**config.mk**
```make
export PLATFORM = sky130hd
export DESIGN_NAME = t09_lfsr_rng
export DESIGN_NICKNAME = d
export VERILOG_FILES = /design/src/rtl/t09_rng_pkg.sv /design/src/rtl/t09_lfsr_core.sv /design/src/rtl/t09_lfsr_rng.sv
export SDC_FILE = /design/constraint.sdc
export NUM_CORES = 1
export LEC_CHECK = 0
export CORE_MARGIN = 5
export CORE_UTILIZATION = 55
export CTS_CLUSTER_SIZE = 16
export DETAILED_ROUTE_END_ITERATION = 10
export DONT_BUFFER_PORTS = 1
export GPL_TIMING_DRIVEN = 0
export PLACE_DENSITY = 0.75
export REMOVE_ABC_BUFFERS = 1
export SLEW_MARGIN = 10
export SYNTH_ARGS = -nofsm -noshare
export SYNTH_HDL_FRONTEND = slang
export SYNTH_HIERARCHICAL = 1
export SYNTH_SLANG_ARGS = --single-unit
```
**constraint.sdc**
```tcl
create_clock -name clk -period 4.59 [get_ports clk]
set_input_delay 1.1475 -clock clk [delete_from_list [all_inputs] [get_ports clk]]
set_output_delay 1.1475 -clock clk [all_outputs]
set_load 0.05 [all_outputs]
```
**src/rtl/t09_rng_pkg.sv**
```systemverilog
// Shared types and helpers for the range-limited LFSR random generator.
// Polynomial defaults exist only for 8, 16 and 32 bits; other widths must pass POLY explicitly.
package t09_rng_pkg;

    typedef enum logic {
        IDLE = 1'b0,
        DRAW = 1'b1
    } draw_state_t;

    localparam logic [7:0]  POLY_W8  = 8'hB8;
    localparam logic [15:0] POLY_W16 = 16'hB400;
    localparam logic [31:0] POLY_W32 = 32'h80200003;

    function automatic logic [31:0] default_poly(input int width);
        case (width)
            8:       return 32'(POLY_W8);
            32:      return POLY_W32;
            default: return 32'(POLY_W16);
        endcase
    endfunction

    // Smallest 2^k-1 covering lim-1; a zero limit means the full range.
    function automatic logic [31:0] mask_from_limit(input logic [31:0] lim);
        logic [31:0] v;
        if (lim == '0) return '1;
        v = lim - 32'd1;
        v = v | (v >> 1);
        v = v | (v >> 2);
        v = v | (v >> 4);
        v = v | (v >> 8);
        v = v | (v >> 16);
        return v;
    endfunction

endpackage

```
**src/rtl/t09_lfsr_core.sv**
```systemverilog
// Galois LFSR register with seed loading, freeze and zero-lockup recovery.
module t09_lfsr_core
    import t09_rng_pkg::*;
#(
    parameter int unsigned      WIDTH = 16,
    parameter logic [WIDTH-1:0] POLY  = WIDTH'(default_poly(WIDTH)),
    parameter logic [WIDTH-1:0] SEED  = WIDTH'(1)
) (
    input  logic             clk,
    input  logic             reset,
    input  logic             freeze,
    input  logic             seed_load,
    input  logic [WIDTH-1:0] seed,
    output logic [WIDTH-1:0] raw
);

    logic [WIDTH-1:0] state;
    logic [WIDTH-1:0] seed_val;
    logic [WIDTH-1:0] step_val;

    assign seed_val = (seed == '0) ? SEED : seed;
    assign step_val = state[0] ? ((state >> 1) ^ POLY) : (state >> 1);

    // The zero guard outranks freeze so a corrupted state can never stick.
    always_ff @(posedge clk or negedge reset) begin
        if (!reset) begin
            state <= SEED;
        end else if (seed_load) begin
            state <= seed_val;
        end else if (state == '0) begin
            state <= SEED;
        end else if (!freeze) begin
            state <= step_val;
        end
    end

    assign raw = state;

endmodule

```
**src/rtl/t09_lfsr_rng.sv**
```systemverilog
// LFSR random source with a req/valid engine returning uniform values in [0, limit).
//   state | meaning
//   IDLE  | waiting for req; limit and mask are latched on acceptance
//   DRAW  | one rejection-sampling attempt per unfrozen edge until accept
module t09_lfsr_rng
    import t09_rng_pkg::*;
#(
    parameter int unsigned      WIDTH     = 16,
    parameter logic [WIDTH-1:0] POLY      = WIDTH'(default_poly(WIDTH)),
    parameter logic [WIDTH-1:0] SEED      = WIDTH'(1),
    parameter int unsigned      MAX_TRIES = 4
) (
    input  logic             clk,
    input  logic             reset,
    input  logic             freeze,
    input  logic             seed_load,
    input  logic [WIDTH-1:0] seed,
    input  logic             req,
    input  logic [WIDTH-1:0] limit,
    output logic             busy,
    output logic             rand_valid,
    output logic [WIDTH-1:0] rand_out,
    output logic [WIDTH-1:0] raw
);

    localparam int unsigned      TRY_W    = (MAX_TRIES > 1) ? $clog2(MAX_TRIES) : 1;
    localparam logic [TRY_W-1:0] LAST_TRY = TRY_W'(MAX_TRIES - 1);

    draw_state_t      state;
    draw_state_t      state_n;
    logic [WIDTH-1:0] limit_q;
    logic [WIDTH-1:0] mask_q;
    logic [TRY_W-1:0] tries;
    logic [TRY_W-1:0] tries_n;
    logic [WIDTH-1:0] cand;
    logic [WIDTH-1:0] acc_val;
    logic             start;
    logic             accept;

    t09_lfsr_core #(
        .WIDTH (WIDTH),
        .POLY  (POLY),
        .SEED  (SEED)
    ) u_core (
        .clk       (clk),
        .reset     (reset),
        .freeze    (freeze),
        .seed_load (seed_load),
        .seed      (seed),
        .raw       (raw)
    );

    assign cand = raw & mask_q;

    always_comb begin
        state_n = state;
        tries_n = tries;
        start   = 1'b0;
        accept  = 1'b0;
        acc_val = cand;
        case (state)
            IDLE: begin
                if (req && !seed_load) begin
                    start   = 1'b1;
                    tries_n = '0;
                    state_n = DRAW;
                end
            end
            DRAW: begin
                if (seed_load) begin
                    state_n = IDLE;
                end else if (!freeze) begin
                    if (limit_q == '0) begin
                        accept  = 1'b1;
                        acc_val = raw;
                    end else if (cand < limit_q) begin
                        accept = 1'b1;
                    end else if (tries == LAST_TRY) begin
                        // mask_q < 2*limit_q, so the folded value is in range
                        accept  = 1'b1;
                        acc_val = cand - limit_q;
                    end else begin
                        tries_n = tries + 1'b1;
                    end
                    if (accept) state_n = IDLE;
                end
            end
            default: state_n = IDLE;
        endcase
    end

    always_ff @(posedge clk or negedge reset) begin
        if (!reset) begin
            state      <= IDLE;
            tries      <= '0;
            limit_q    <= '0;
            mask_q     <= '0;
            rand_out   <= '0;
            rand_valid <= 1'b0;
        end else begin
            state      <= state_n;
            tries      <= tries_n;
            rand_valid <= accept;
            if (start) begin
                limit_q <= limit;
                mask_q  <= WIDTH'(mask_from_limit(32'(limit)));
            end
            if (accept) rand_out <= acc_val;
        end
    end

    assign busy = (state == DRAW);

endmodule

```
==> results.py, run 1 <==
metrics = {
    "place": {
        "pre_cts_ws_ps": 722.8,
        "portBuffers": 0,
        "routabilityCongestion": 0.8740,
        "dp_cells": 620,
        "dpl.hpwl_mm": 9.018,
        "dpl_cell_area_um2": 4644,
    },
    "layout": {
        "layout_common_cells": "dfrtp_1, nand2_1, nor2_1",
        "fin_cells": 633,
        "drive_gt1_frac": 0.07765,
        "final_common_cell": "dfrtp_1",
        "area_growth_pct": 2.271,
        "diodes": 0,
        "finalInstanceArea_um2": 4790,
        "final_nets": 583,
    },
    "die": {
        "ios": 71,
        "start_util": 0.5671,
        "fp.dieW_um": 102.3,
        "rows": 33,
        "dieArea_um2": 10460,
        "core-area_um2": 8258,
        "die_y_um": 102.3,
    },
    "sta": {
        "slew_violations": 0,
        "final-setup-viol-count": 0,
        "max_slew_margin": 0.3297,
        "timing.fmax_mhz": 256.9,
        "fin_crit_sh": 0.8481,
        "tightest_slew_ps": 1004,
        "setup_tns_ps": 0,
        "whs_ps": 490.7,
        "rsz0062_at_grt": "false",
        "skew_ps": 9.679,
        "final-hold-violation-count": 0,
        "timing.final.ws_setup_ps": 697.2,
        "min_period_ps": 3893,
    },
    "logic_synthesis": {
        "synth_seq_cells": 68,
        "synthCells": 543,
        "ys.flop_type": "dfrtp_1",
        "synth_area_leader_cell": "dfrtp_1",
        "ys_seq_area_frac": 0.3636,
        "async_flop_share": 1.000,
        "syn-cell-area_um2": 4683,
        "yosysWarnings": 6,
        "netlist.area_leader.share": 0.3580,
        "syn_area_per_cell_um2": 8.625,
        "synth_enable_flop_cells": 0,
        "ys_types": 76,
        "synth.top_cells.by_area": "dfrtp_1, ha_1, nand2_1, nor2_1, a21oi_1",
    },
    "route": {
        "viasPerCell": 6.191,
        "ant_nets": 0,
        "drtIter0Drc": 290,
        "wl_mm": 11.97,
        "drtPass1Iterations": 5,
        "wl_per_cell_um": 18.91,
        "wl_met3_um": 624,
        "dr_total_vias": 3919,
        "wl_met2_mm": 5.781,
        "routed.top_layer": "met4",
        "drc": 0,
        "drt-met1-wl_mm": 5.292,
    },
    "global_routing": {
        "overflow": 0,
        "grt_pass1_vias": 3907,
        "antenna_found_initial": 0,
        "grt_first_pass_wirelength_mm": 19.51,
        "grt_max_degree": 69,
        "track_usage": 0.2401,
    },
    "worst_setup_path": {
        "required_ps": 4850,
        "cp-startpoint": "u_core/raw[0]$_DFFE_PN1P_",
        "r2r_start": "u_core/raw[0]$_DFFE_PN1P_",
        "crit_fanout": 13,
        "path_class": "reg -> reg",
        "start_kind": "register",
        "crit_arrival_ps": 4160,
        "cp-end-kind": "register",
    },
    "cts": {
        "post_cts_buffers": 0,
        "path_clk_slew_ps": 70,
        "cts_hold_buf": 0,
        "cts_buffers": 9,
        "cts_tree": "done",
        "root_buffer": "clkbuf_8",
        "cts_resized": 0,
        "clockBufferDepth": 2,
        "cts_sinks": 68,
        "h-tree-depth": 3,
        "clk_latency_ps": 340,
    },
    "flow_run": {
        "maxCapViolCount": 0,
    },
    "run_status": {
        "status": "complete, no violations",
    },
    "power_and_ir_drop": {
        "ir_drop_uv": 307.1,
        "p_per_area_nw_per_um2": 456.9,
        "p_leak_uw": 0.001913,
    },
    "min_path": {
        "hold_path.class": "in -> async",
    },
}
## path summary, 6_finish.rpt
kind	to	slack (ps)	cells past startpoint
setup / recovery	rand_out[15]$_DFFE_PN0P_	700	11
hold / removal	rand_out[13]$_DFFE_PN0P_	490	0
setup reg to reg	rand_out[15]$_DFFE_PN0P_	700	11
hold reg to reg	mask_q[13]$_DFFE_PN0P_	490	2
max in group asynchronous	u_core/raw[0]$_DFFE_PN1P_	3910	0
min in group clk	mask_q[13]$_DFFE_PN0P_	490	2
## worst max-delay path, stage by stage (launching register included)
cell      delay, ps
dfstp_2         840
nand2_1         140
ha_1            220
fa_1            440
nor2b_4         140
o31a_1          190
or4_4           160
a21boi_4         90
a211oi_2        870
or2b_1          290
mux2_2          280
a41oi_2         150
## synth_stat cells, types with 8 or more instances
library cell / instances
dfrtp_1: 67
nand2_1: 62
nor2_1: 61
a21oi_1: 38
o21ai_0: 37
inv_1: 28
nor3_1: 23
ha_1: 19
and2_1: 17
mux2i_1: 13
xnor2_1: 13
clkbuf_1: 12
nor4_1: 10
nand3_1: 8
## where the power goes
part	total (uW)	switching, uW	internal (uW)
Sequential	1150	437	716
Clock	394	209	185
Combinational	642	357	284
## logic make-up after synthesis
group | synth area share
AND/OR/NAND/NOR | 0.2501
AO/OA/AOI/OAI | 0.2047
flip-flops | 0.3636
buffers and inverters | 0.05904
XOR/XNOR | 0.03740
adder cells (fa/ha/maj) | 0.05504
multiplexers | 0.03019
## per-layer routing
layer,vias to the layer above,track usage
met5,-,0
met4,0,0.08476
met1,1882,0.3235
met3,21,0.04164
li1,1906,-
met2,110,0.3898
## cell type report
type,instances,area (um2)
Fill cell,764,3468
Clock buffer,10,127.6
Multi-Input combinational cell,419,2705
Inverter,28,105.1
Tap cell,105,131.4
Sequential cell,68,1703
Clock inverter,3,17.52
## metrics by stage
step	util	total power, uW
2_1_floorplan	-	1651
3_3_place_gp	0.5623	1786
3_5_place_dp	0.5624	1804
4_1_cts	0.5800	2201
5_1_grt	0.5800	2334
6_report	0.5800	2188
## flip-flops by register name, summed over array words and instances (netlist names)
name and flops:
rand_out 16, tries 2, mask_q 16, busy 1, rand_valid 1, u_core/raw 16, limit_q 16
Note: power is estimated with default switching activity, not from simulation.
==> inputs of run 2 (changes only) <==
clock period = 3.8 ns   (was 4.59 ns; I/O delays follow)
==> results.py, run 2 (synthesis results as in run 1) <==
metrics = {
    "global_routing": {
        "antenna_found_initial": 0,
        "grt_first_pass_wirelength_mm": 19.51,
        "track_usage": 0.2400,
        "overflow": 0,
        "grt_max_degree": 69,
        "grt_pass1_vias": 3900,
    },
    "route": {
        "drc": 0,
        "wl_per_cell_um": 19.20,
        "ant_nets": 0,
        "wl_mm": 12.17,
        "dr_total_vias": 3958,
        "drtPass1Iterations": 5,
        "drtIter0Drc": 278,
        "viasPerCell": 6.243,
    },
    "cts": {
        "cts_buffers": 9,
        "cts_sinks": 68,
        "post_cts_buffers": 0,
        "cts_tree": "done",
        "path_clk_slew_ps": 70,
        "clk_latency_ps": 340,
        "root_buffer": "clkbuf_8",
        "clockBufferDepth": 2,
        "h-tree-depth": 3,
    },
    "layout": {
        "area_growth_pct": 2.725,
        "diodes": 0,
        "fin_cells": 634,
        "final_nets": 584,
        "drive_gt1_frac": 0.08318,
        "final_common_cell": "dfrtp_1",
        "layout_common_cells": "dfrtp_1, nand2_1, nor2_1",
    },
    "worst_setup_path": {
        "cp-startpoint": "u_core/raw[0]$_DFFE_PN1P_",
        "rr_worst_depth": 11,
        "cp-end-kind": "register",
        "cp_cell_sequence": "nand2_1 -> ha_1 -> fa_1 -> nor2b_4 -> o31a_1 -> or4_4 -> a21boi_4 -> a211oi_4 -> or2b_1 -> mux2_2 -> a41oi_2",
        "crit_path_top_delay_cell": "dfstp_2",
        "crit_fanout": 13,
        "start_kind": "register",
        "required_ps": 4070,
        "crit_arrival_ps": 3930,
        "r2r_start": "u_core/raw[0]$_DFFE_PN1P_",
        "slowest_delay_ps": 840,
        "path_class": "reg -> reg",
    },
    "sta": {
        "min_period_ps": 3661,
        "fin_crit_sh": 0.9634,
        "final-setup-viol-count": 0,
        "slew_violations": 0,
        "setup_tns_ps": 0,
        "skew_ps": 8.660,
        "timing.final.ws_setup_ps": 139.1,
        "max_slew_margin": 0.4120,
        "final-hold-violation-count": 0,
        "rsz0062_at_grt": "false",
        "tightest_slew_ps": 882.0,
        "timing.fmax_mhz": 273.2,
    },
    "power_and_ir_drop": {
        "p_int_uw": 1433,
        "combPwrFrac": 0.296,
        "p_per_area_nw_per_um2": 552.8,
        "p_sw_frac": 0.4613,
        "clkPwrFrac": 0.180,
        "seqPwrFrac": 0.524,
        "ir_drop_uv": 372.1,
        "p_switching_uw": 1227,
        "total_power_uw": 2660,
        "p_leak_uw": 0.001912,
    },
    "min_path": {
        "hold_path.class": "in -> async",
    },
    "die": {
        "dieArea_um2": 10460,
        "start_util": 0.5671,
        "core-area_um2": 8258,
        "ios": 71,
        "rows": 33,
        "die_y_um": 102.3,
        "fp.dieW_um": 102.3,
    },
    "flow_run": {
        "maxCapViolCount": 0,
    },
    "place": {
        "routabilityCongestion": 0.8740,
        "pre_cts_ws_ps": -67.18,
        "dpl.hpwl_mm": 9.018,
        "dp_cells": 620,
        "portBuffers": 0,
    },
    "run_status": {
        "status": "complete, no violations",
    },
}
## run 2: timing repair
action | CTS | global route
cloned | 0 | 1
pin swaps | 0 | 1
setup endpoints to repair | 2 | 15
hold buffers | 0 | 0
gates resized for setup | 2 | 2
## run 2: worst paths after layout
check                                            end  slack (ps)
max                         rand_out[15]$_DFFE_PN0P_         140
min                         rand_out[13]$_DFFE_PN0P_         290
max reg2reg                 rand_out[15]$_DFFE_PN0P_         140
min reg2reg                   mask_q[13]$_DFFE_PN0P_         490
max in group asynchronous  u_core/raw[0]$_DFFE_PN1P_        3320
min in group clk              mask_q[13]$_DFFE_PN0P_         490
## run 2: stage by stage
step                      hold slack [ps]  utilization  cell area (um2)
after floorplan                     441.8            -             4512
after global placement              471.4       0.5623             4643
after detailed placement            481.3       0.5624             4644
after CTS                           284.9       0.5811             4798
after global routing                274.6       0.5826             4811
final                               294.4       0.5826             4811
## run 2: power groups by stage
stage	Sequential, uW	Clock, uW	Combinational, uW
final	1390	480	786
after floorplan	1360	0	639
after global routing	1420	518	894
after global placement	1410	0	749
after CTS	1400	487	777
after detailed placement	1410	0	767
## run 2: worst max-delay path, delay by kind of cell (launching register included)
kind / cells / cell delay (ps)
compound gates: 4 / 1070
flops: 1 / 840
simple gates: 4 / 730
mux: 1 / 280
fa+ha+maj: 2 / 660
## run 2: area by class of cell
class | count | area (um2)
clock inverter | 3 | 17.52
multi-input combinational | 420 | 2725
fill | 760 | 3447
clock buffer | 10 | 127.6
sequential | 68 | 1704
tap | 105 | 131.4
inverter | 28 | 105.1
## run 2: metal layers
metal	vias to the layer above	track usage	share of wire
met5	-	0	0
met4	0	0.08274	0.023
met3	23	0.04164	0.042
met2	99	0.3903	0.48
met1	1931	0.3238	0.45
li1	1905	-	-
==> inputs of run 3 (changes only) <==
ABC_AREA = 1   (was unset)
==> results.py, run 3 <==
metrics = {
    "die": {
        "core-area_um2": 9328,
        "fp.dieW_um": 108.0,
        "ios": 71,
        "dieArea_um2": 11670,
        "start_util": 0.5667,
        "rows": 35,
        "die_y_um": 108.0,
    },
    "layout": {
        "layout_common_cells": "nand2_1, inv_1, nor2_1",
        "final_common_cell": "nand2_1",
        "area_growth_pct": 4.923,
        "drive_gt1_frac": 0.08537,
        "diodes": 0,
        "final_nets": 872,
        "final_util": 0.5946,
    },
    "power_and_ir_drop": {
        "combPwrFrac": 0.334,
        "seqPwrFrac": 0.463,
        "p_per_area_nw_per_um2": 541.0,
        "p_switching_uw": 1459,
        "ir_drop_uv": 219.3,
        "p_sw_frac": 0.4862,
        "total_power_uw": 3001,
        "p_leak_uw": 0.003067,
        "p_int_uw": 1542,
        "clkPwrFrac": 0.204,
    },
    "place": {
        "dpl.hpwl_mm": 11.12,
        "pre_cts_ws_ps": 748.9,
        "routabilityCongestion": 0.9454,
        "portBuffers": 0,
    },
    "worst_setup_path": {
        "start_kind": "register",
        "r2r_start": "u_core/raw[0]$_DFFE_PN1P_",
        "cp-startpoint": "u_core/raw[0]$_DFFE_PN1P_",
        "path_class": "reg -> reg",
        "cp-end-kind": "register",
        "r2r_end": "rand_out[9]$_DFFE_PN0P_",
        "endpoint": "rand_out[9]$_DFFE_PN0P_",
        "required_ps": 4040,
        "rr_worst_depth": 15,
        "crit_arrival_ps": 3330,
        "r2r_slack_ps": 710,
        "crit_fanout": 25,
    },
    "global_routing": {
        "overflow": 0,
        "antenna_found_initial": 0,
        "track_usage": 0.2525,
        "grt_max_degree": 69,
        "grt_pass1_vias": 4828,
        "grt_first_pass_wirelength_mm": 22.98,
    },
    "sta": {
        "max_slew_margin": 0.2939,
        "tightest_slew_ps": 1057,
        "final-setup-viol-count": 0,
        "skew_ps": 13.90,
        "fin_crit_sh": 0.8136,
        "rsz0062_at_grt": "false",
        "timing.fmax_mhz": 323.5,
        "timing.final.ws_setup_ps": 708.4,
        "slew_violations": 0,
        "min_period_ps": 3092,
        "setup_tns_ps": 0,
        "final-hold-violation-count": 0,
    },
    "route": {
        "wl_met2_mm": 6.715,
        "routed.top_layer": "met4",
        "dr_total_vias": 5057,
        "viasPerCell": 5.329,
        "drc": 0,
        "wl_met3_um": 982,
        "wl_mm": 14.36,
        "drtIter0Drc": 392,
        "wl_per_cell_um": 15.14,
        "ant_nets": 0,
        "drt-met1-wl_mm": 6.177,
        "drtPass1Iterations": 5,
    },
    "logic_synthesis": {
        "synthCells": 820,
        "netlist.area_leader.share": 0.3172,
        "ys.flop_type": "dfrtp_1",
        "ys_types": 36,
        "syn-cell-area_um2": 5286,
        "synth_area_leader_cell": "dfrtp_1",
        "syn_area_per_cell_um2": 6.447,
        "ys_seq_area_frac": 0.3221,
        "yosysWarnings": 6,
        "synth_seq_cells": 68,
        "synth.top_cells.by_area": "dfrtp_1, nand2_1, inv_1, nor2_1, nand3_1",
        "yosys-top-cells-count": "nand2_1, inv_1, nor2_1, dfrtp_1, nand3_1",
        "synth_enable_flop_cells": 0,
        "async_flop_share": 1.000,
        "synth_most_common_cell": "nand2_1",
    },
    "cts": {
        "root_buffer": "clkbuf_8",
        "cts_resized": 0,
        "cts_buffers": 9,
        "post_cts_buffers": 0,
        "clk_latency_ps": 360,
        "cts_hold_buf": 0,
        "cts_tree": "done",
        "cts_sinks": 68,
        "h-tree-depth": 3,
        "clockBufferDepth": 2,
        "path_clk_slew_ps": 90,
    },
    "flow_run": {
        "maxCapViolCount": 0,
    },
    "run_status": {
        "status": "complete, no violations",
    },
    "min_path": {
        "hold_path.class": "in -> async",
    },
}
-- run 3: cell types whose count changed in the layout (fill, tap and decap cells not counted), moves of 10 or more --
cell,previous run,this run
mux2i_1,13,0
a21oi_1,38,18
nor3_1,23,0
and2_1,16,3
nand3_1,8,64
nor4_1,10,0
nand2_1,62,286
inv_1,28,112
xnor2_1,13,3
nand2_2,0,11
nor2_1,61,104
-- run 3: worst min-delay path by stage --
stage                            startpoint                    endpoint  slack (ps)  cells past startpoint
global route                          reset  u_core/raw[14]$_DFFE_PN0P_         260                      0
floorplan             mask_q[2]$_DFFE_PN0P_       mask_q[2]$_DFFE_PN0P_         450                      2
global placement    limit_q[12]$_DFFE_PN0P_     limit_q[12]$_DFFE_PN0P_         470                      2
detailed placement   mask_q[15]$_DFFE_PN0P_      mask_q[15]$_DFFE_PN0P_         470                      2
finish                                reset     rand_out[3]$_DFFE_PN0P_         270                      0
CTS                                   reset     rand_out[3]$_DFFE_PN0P_         270                      0
-- run 3: per-layer routing --
| metal | vias up | GRT usage |
|---|---|---|
| met3 | 38 | 0.04896 |
| met2 | 174 | 0.4130 |
| met4 | 0 | 0.1100 |
| li1 | 2529 | - |
| met1 | 2316 | 0.3256 |
| met5 | - | 0 |
-- run 3: per-stage QoR --
step / area [um2] / hold WS, ps / std cells
floorplan: 5169 / 448.7 / 803
global placement: 5330 / 466.6 / 932
detailed placement: 5355 / 471.6 / 933
CTS: 5547 / 271.1 / 949
global route: 5547 / 261.6 / 949
finish: 5547 / 271.1 / 949
-- run 3: layout make-up --
class / count / area (um2)
Fill cell: 907 / 3781
Multi-Input combinational cell: 618 / 3032
Tap cell: 129 / 161.4
Clock buffer: 10 / 127.6
Sequential cell: 68 / 1703
Clock inverter: 6 / 63.81
Timing Repair Buffer: 1 / 20.02
Inverter: 117 / 439.2
-- run 3: logic make-up (layout without fill, tap and decap cells) --
kind of cell             Yosys count  after routing  synth area share
adder cells (fa/ha/maj)           20             20           0.04876
buffers and inverters            134            134            0.1053
XOR/XNOR                          14             14           0.02320
flip-flops                        68             68            0.3221
AO/OA/AOI/OAI                     79             79           0.08639
AND/OR/NAND/NOR                  505            505            0.4142
-- run 3: worst max-delay path, stage by stage, from the launching register on --
cell and delay (ps):
dfstp_2 820, nand2_1 120, ha_1 260, fa_1 410, inv_1 110, nand3_1 90, nand2_2 110, nand2_2 80
nand2_4 80, nand2_4 70, nand2_8 100, nand3_4 80, nand2_4 270, inv_2 160, nor2_1 130, a21oi_1 60
-- run 3: power groups by stage --
stage | logic, uW | clock network, uW | registers, uW
finish | 1000 | 611 | 1390
detailed placement | 988 | 0 | 1400
floorplan | 795 | 0 | 1330
global placement | 963 | 0 | 1400
global route | 1140 | 647 | 1410
CTS | 996 | 618 | 1390
